==> config.mk <==
export PLATFORM = sky130hd
export DESIGN_NAME = instr_fetch_unit
export DESIGN_NICKNAME = d
export VERILOG_FILES = /design/src/rtl/rv32_pkg.sv /design/src/rtl/ifetch_fifo.sv /design/src/rtl/instr_fetch_unit.sv
export SDC_FILE = /design/constraint.sdc
export NUM_CORES = 1
export LEC_CHECK = 0
export ABC_AREA = 1
export CAP_MARGIN = 5
export CORE_UTILIZATION = 35
export DETAILED_ROUTE_END_ITERATION = 8
export PLACE_DENSITY_LB_ADDON = 0.25
export SLEW_MARGIN = 0
export SYNTH_ARGS = -nofsm -noshare
export SYNTH_HDL_FRONTEND = slang
export SYNTH_SLANG_ARGS = --single-unit
==> constraint.sdc <==
create_clock -name clk -period 6.4 [get_ports clk]
set_input_delay 1.28 -clock clk [delete_from_list [all_inputs] [get_ports clk]]
set_output_delay 1.28 -clock clk [all_outputs]
set_load 0.01 [all_outputs]
==> src/rtl/rv32_pkg.sv <==
// rv32_pkg: types and constants shared by the fetch, decode and immediate-extend stages.
//   XLEN/ILEN    datapath and instruction widths
//   NOP          canonical addi x0,x0,0
//   imm_src_e    immediate-format select driven by decode
//   fetch_entry_t one buffered fetch: {instr, pc}
package rv32_pkg;
  localparam int XLEN = 32;
  localparam int ILEN = 32;

  typedef logic [XLEN-1:0] pc_t;
  typedef logic [ILEN-1:0] instr_t;

  localparam instr_t NOP = 32'h0000_0013;

  typedef enum logic [2:0] {
    IMM_I = 3'b000,
    IMM_S = 3'b001,
    IMM_B = 3'b010,
    IMM_J = 3'b011,
    IMM_U = 3'b100
  } imm_src_e;

  typedef struct packed {
    instr_t instr;
    pc_t    pc;
  } fetch_entry_t;

  // Sequential next PC; wraps mod 2^32.
  function automatic pc_t pc_plus4(input pc_t p);
    return p + pc_t'(4);
  endfunction
endpackage

==> src/rtl/ifetch_fifo.sv <==
// ifetch_fifo: small synchronous FIFO used for both the fetched-instruction buffer and
// the in-flight pc tag queue.
//   clk, reset  clock, synchronous active-high reset
//   flush       drop all entries (wins over push/pop)
//   push/wdata  write; ignored when full unless a pop happens in the same cycle
//   pop         read-advance; ignored when empty
//   rdata       head entry (undefined when empty)
//   count/empty occupancy
module ifetch_fifo #(
  parameter int W     = 64,
  parameter int DEPTH = 2
) (
  input  logic                   clk,
  input  logic                   reset,
  input  logic                   flush,
  input  logic                   push,
  input  logic [W-1:0]           wdata,
  input  logic                   pop,
  output logic [W-1:0]           rdata,
  output logic [$clog2(DEPTH):0] count,
  output logic                   empty
);
  localparam int AW = $clog2(DEPTH);
  localparam logic [AW:0] FULL = (AW+1)'(DEPTH);

  logic [W-1:0]  mem [DEPTH];
  logic [AW-1:0] wptr, rptr;
  logic          do_push, do_pop;

  assign empty   = (count == '0);
  assign do_pop  = pop && !empty;
  assign do_push = push && ((count != FULL) || do_pop);
  assign rdata   = mem[rptr];

  always_ff @(posedge clk) begin
    if (reset || flush) begin
      wptr  <= '0;
      rptr  <= '0;
      count <= '0;
    end else begin
      if (do_push) wptr <= wptr + AW'(1);
      if (do_pop)  rptr <= rptr + AW'(1);
      case ({do_push, do_pop})
        2'b10:   count <= count + (AW+1)'(1);
        2'b01:   count <= count - (AW+1)'(1);
        default: ;
      endcase
    end
  end

  always_ff @(posedge clk) begin
    if (do_push && !flush && !reset) mem[wptr] <= wdata;
  end
endmodule

==> src/rtl/instr_fetch_unit.sv <==
// instr_fetch_unit: fetch stage. Owns the fetch PC, issues word reads over req/gnt with
// in-order rvalid responses, buffers {instr, pc} and hands them to decode on valid/ready.
// A redirect flushes buffered and in-flight fetches and restarts at redirectPc.
//   clk, reset                       clock, synchronous active-high reset
//   imemReq/imemAddr/imemGnt         request side (address is fetch PC)
//   imemRvalid/imemRdata             response side
//   instrValid/instrReady            decode handshake; instr/pc/pcPlus4 are 0 when empty
//   redirect/redirectPc              taken branch/jump, highest priority
//   instrAddrMisaligned              sticky misaligned-target flag
// Build option: define IFETCH_MISALIGN_CHECK_EN to flag misaligned redirect targets and
// halt fetching until reset; otherwise the port is 0 and redirectPc[1:0] is ignored.
module instr_fetch_unit
  import rv32_pkg::*;
#(
  parameter pc_t RESET_PC   = 32'h0000_0000,
  parameter int  FIFO_DEPTH = 2
) (
  input  logic        clk,
  input  logic        reset,
  output logic        imemReq,
  output logic [31:0] imemAddr,
  input  logic        imemGnt,
  input  logic        imemRvalid,
  input  logic [31:0] imemRdata,
  output logic        instrValid,
  input  logic        instrReady,
  output logic [31:0] instr,
  output logic [31:0] pc,
  output logic [31:0] pcPlus4,
  input  logic        redirect,
  input  logic [31:0] redirectPc,
  output logic        instrAddrMisaligned
);
  localparam int          CW      = $clog2(FIFO_DEPTH) + 1;
  localparam logic [CW:0] CREDITS = (CW+1)'(FIFO_DEPTH);

  pc_t           fetch_pc, redir_tgt, tag_pc;
  logic [CW-1:0] outstanding, outstanding_nxt, discard, fifo_count, tag_count;
  logic [CW:0]   used;
  logic          fifo_empty, tag_empty, halt;
  logic          grant, rsp, keep, pop;
  fetch_entry_t  head;

  // Every request holds a buffer slot until its word is consumed, so a response can
  // never find the FIFO full.
  assign used     = {1'b0, fifo_count} + {1'b0, outstanding};
  assign imemReq  = !reset && !redirect && !halt && (used < CREDITS);
  assign imemAddr = fetch_pc;
  assign grant    = imemReq && imemGnt;
  // With nothing in flight an rvalid can only be a leftover from before reset.
  assign rsp      = imemRvalid && (outstanding != '0);
  assign keep     = rsp && (discard == '0) && !redirect;
  assign pop      = instrValid && instrReady && !redirect;

  always_comb begin
    outstanding_nxt = outstanding;
    case ({grant, rsp})
      2'b10:   outstanding_nxt = outstanding + CW'(1);
      2'b01:   outstanding_nxt = outstanding - CW'(1);
      default: ;
    endcase
  end

  // On redirect everything still in flight afterwards belongs to the old path, which
  // already includes any responses that were being discarded.
  always_ff @(posedge clk) begin
    if (reset) begin
      fetch_pc    <= RESET_PC;
      outstanding <= '0;
      discard     <= '0;
    end else begin
      outstanding <= outstanding_nxt;
      if (redirect) begin
        fetch_pc <= redir_tgt;
        discard  <= outstanding_nxt;
      end else begin
        if (grant) fetch_pc <= pc_plus4(fetch_pc);
        if (rsp && (discard != '0)) discard <= discard - CW'(1);
      end
    end
  end

  // Tags of discarded responses were flushed at redirect, so only kept responses pop.
  ifetch_fifo #(.W(XLEN), .DEPTH(FIFO_DEPTH)) u_tags (
    .clk   (clk),
    .reset (reset),
    .flush (redirect),
    .push  (grant),
    .wdata (fetch_pc),
    .pop   (rsp && (discard == '0)),
    .rdata (tag_pc),
    .count (tag_count),
    .empty (tag_empty)
  );

  ifetch_fifo #(.W($bits(fetch_entry_t)), .DEPTH(FIFO_DEPTH)) u_buf (
    .clk   (clk),
    .reset (reset),
    .flush (redirect),
    .push  (keep),
    .wdata ({imemRdata, tag_pc}),
    .pop   (pop),
    .rdata (head),
    .count (fifo_count),
    .empty (fifo_empty)
  );

  assign instrValid = !fifo_empty;
  assign instr      = fifo_empty ? '0 : head.instr;
  assign pc         = fifo_empty ? '0 : head.pc;
  assign pcPlus4    = fifo_empty ? '0 : pc_plus4(head.pc);
  assign redir_tgt  = {redirectPc[31:2], 2'b00};

  logic unused_tag;
  assign unused_tag = ^{tag_count, tag_empty};

`ifdef IFETCH_MISALIGN_CHECK_EN
  logic misaligned;
  always_ff @(posedge clk) begin
    if (reset)                                       misaligned <= 1'b0;
    else if (redirect && (redirectPc[1:0] != 2'b00)) misaligned <= 1'b1;
  end
  assign halt                = misaligned;
  assign instrAddrMisaligned = misaligned;
`else
  logic unused_lsb;
  assign unused_lsb          = ^redirectPc[1:0];
  assign halt                = 1'b0;
  assign instrAddrMisaligned = 1'b0;
`endif
endmodule

==> key figures <==
Status
  • Outcome: finished, final reports clean

Placement
  • DP HPWL: 18000 um
  • Place WS: 1.66 ns
  • Placed instance area: 13100 um^2
  • IO Port Bufs: 191
  • Routability Congestion: 0.866

Routing
  • Via Count: 8364
  • Post-route ant nets: 0
  • Wire length per cell: 15.0 um
  • Routed vias/inst: 4.75
  • Drc violations: 0
  • Initial DRC Count: 502
  • Detailed Route WL: 26400 um
  • TritonRoute pass-1 iters: 5

Clock network
  • Clock-pin slew on the worst setup and hold paths: 0.06 ns
  • Post-CTS setup buffer count: 0
  • Number of gates resized after CTS: 0
  • TritonCTS buffer count: 24
  • Clock Tree Buf Depth: 3
  • Clk_lat worst skew: 0.50 ns
  • Hold-fix buffers, CTS: 0
  • CTS tree: built
  • Num Clock Sinks: 228
  • CTS root buf: clkbuf_16
  • H-Tree Depth: 1

STA
  • Final hold violations: 0
  • Final Max Tran Viols: 0
  • Worst Tran Pin Value: 0.896 ns
  • PnR worst setup slack: 1.65 ns
  • RSZ-0062 raised after global routing: no
  • Max Fclk: 0.211 GHz
  • Tcrit/Tclk final: 74.2%
  • Setup Skew: 0.0114 ns
  • Setup violations, final: 0
  • Tmin final: 4.75 ns
  • Relative slew slack: 40.3%

Finish
  • Final Cell Area: 14000 um^2
  • Filler instances: 2783
  • ANT cells: 0
  • Share of layout cells above drive strength 1: 10.1%
  • Commonest non-fill, non-tap cell in the layout: nand2_1
  • Commonest non-fill, non-tap cells in the layout: nand2_1 (364), clkdlybuf4s50_1 (191), edfxtp_1 (184)
  • Layout area overhead: 29.6%
  • Final core occ: 46.6%
  • Nets@finish: 1429

GRT
  • First-pass GRT wire length: 41200 um
  • Vias in the first global route: 7661
  • Gr ovfl total: 0
  • Total track usage: 16.6%
  • Largest net degree at the start of global routing: 80
  • Initial antenna violation count: 0

Die
  • Die Ht: 178 um
  • Top Ports: 201
  • Die width: 178 um
  • Initial Utilization: 36.0%
  • Std cell rows: 63
  • Die area: 31600 um^2
  • Core footprint: 30000 um^2

Synth
  • Post-synthesis cell type count: 38
  • Synth Area per Inst: 9.29 um^2
  • Post-synth top area cell: edfxtp_1
  • Largest cells by area after synthesis: edfxtp_1 (51%), nand2_1 (13%), dfxtp_1 (8.2%)
  • Post-synth design cell area: 10800 um^2
  • Synth top area share: 51.1%
  • Cells after synthesis: 1163
  • Yosys warning count: 0
  • Sequential fraction of the synthesis area: 59.3%
  • FF+latch count, synth: 228

Power and ir drop
  • Leakage: 5.16 nW
  • PD cells: 251 nW/um^2
  • Peak supply drop: 0.168 mV

Min path
  • Hold Path Class: flip-flop to flip-flop

Critical path
  • Crit-path cells: clkdlybuf4s50_1 -> buf_4 -> nor2_1 -> inv_1 -> nor3_1 -> clkdlybuf4s50_1
  • Worst EP required: 5.12 ns
  • Crit Path Max Fanout: 35
  • Crit path largest cell delay: 0.63 ns
  • Startpoint Class: input pin
  • Critical-path top delay cell: nor2_1
  • Most common cell type on the critical path: clkdlybuf4s50_1
  • Crit path kind: input pin to output pin
  • Crit path DAT: 3.47 ns
  • Critical Path Sink Type: output pin

Run
  • Max-Cap Viols: 0
## per-layer routing
layer,vias up,wire (um),track usage (%)
li1,4204,-,-
met1,3867,13100,25.0
met2,259,11400,25.0
met3,34,1490,2.19
met4,0,423,3.92
met5,-,0,0
## through the flow
step	hold slack, ns	power [W]	setup TNS [ns]	instances
2_1_floorplan	0.426	0.00183	-12.19	1169
3_3_place_gp	0.436	0.00196	0	1716
3_5_place_dp	0.442	0.00197	0	1716
4_1_cts	0.450	0.00354	0	1760
5_1_grt	0.473	0.00363	0	1760
6_report	0.450	0.00351	0	1760
## kinds of logic (layout without fill, tap and decap cells)
logic type,Yosys count,count (layout),share of synthesized area (%)
other cells,1,7,0.0347
fa+ha+maj,7,7,0.880
simple gates,597,597,23.1
buf+inv,154,355,6.06
mux,30,30,3.13
xor+xnor,13,13,1.05
compound gates,133,133,6.42
flops,228,228,59.3
## synthesized netlist by cell type
| cell | n |
|---|---|
| a22oi_1 | 1 |
| nor2_1 | 113 |
| edfxtp_1 | 184 |
| fa_1 | 1 |
| clkbuf_2 | 1 |
| nand3_2 | 1 |
| buf_1 | 1 |
| ha_1 | 6 |
| inv_1 | 106 |
| o211ai_1 | 2 |
| o21ai_0 | 37 |
| nand2_2 | 26 |
| mux2_2 | 30 |
| o21ai_1 | 2 |
| a21oi_1 | 78 |
| buf_2 | 5 |
| inv_2 | 3 |
| nand2_4 | 1 |
| nand4_1 | 6 |
| nor2_2 | 17 |
| a31oi_1 | 11 |
| xor2_1 | 10 |
| xnor2_1 | 3 |
| nand3b_1 | 2 |
| clkinv_4 | 1 |
| nor3_1 | 6 |
| buf_4 | 9 |
| nand2_1 | 364 |
| or2_2 | 3 |
| o21a_1 | 1 |
| nor2_4 | 4 |
| nand3_1 | 53 |
| and2_1 | 1 |
| o21ai_2 | 1 |
| dfxtp_1 | 44 |
| conb_1 | 1 |
| clkbuf_1 | 24 |
| buf_6 | 4 |
## final timing paths
| kind | from | slack, ns | endpoint | cells past startpoint |
|---|---|---|---|---|
| setup / recovery | redirect | 1.65 | imemReq | 6 |
| hold / removal | u_tags.rptr | 0.45 | flip-flop | 1 |
| setup reg to reg | u_buf.count[0] | 3.56 | imemAddr[6] | 11 |
| hold reg to reg | u_tags.rptr | 0.45 | flip-flop | 1 |
## state kept, by name, indices dropped and copies added, names as in the netlist, named ones only
name	cells
imemAddr	30
u_tags.wptr	1
u_tags.count	2
outstanding	2
u_buf.count	2
discard	2
u_tags.rptr	1
u_buf.rptr	1
u_buf.mem	124
u_buf.wptr	1
u_tags.mem	60
## power by group
part / switching, W / total, W / internal [W]
registers: 0.0000369 / 0.00168 / 0.00164
clock network: 0.000539 / 0.00157 / 0.00103
logic: 0.000139 / 0.000259 / 0.000120
## worst max-delay path, delay by kind of cell
family | cells | cell delay, ns
buf+inv | 4 | 1.38
simple gates | 2 | 0.80
## cell type report
| class | count | area, um^2 | area share [%] |
|---|---|---|---|
| clock buffer | 35 | 693 | 4.95 |
| clock inverter | 9 | 220 | 1.57 |
| inverter | 110 | 418 | 2.99 |
| multi-input combinational | 787 | 3780 | 27.0 |
| sequential | 228 | 6410 | 45.8 |
| tap | 390 | 488 | 3.49 |
| timing repair buffer | 201 | 1990 | 14.2 |
(Power assumes the default switching activity.)
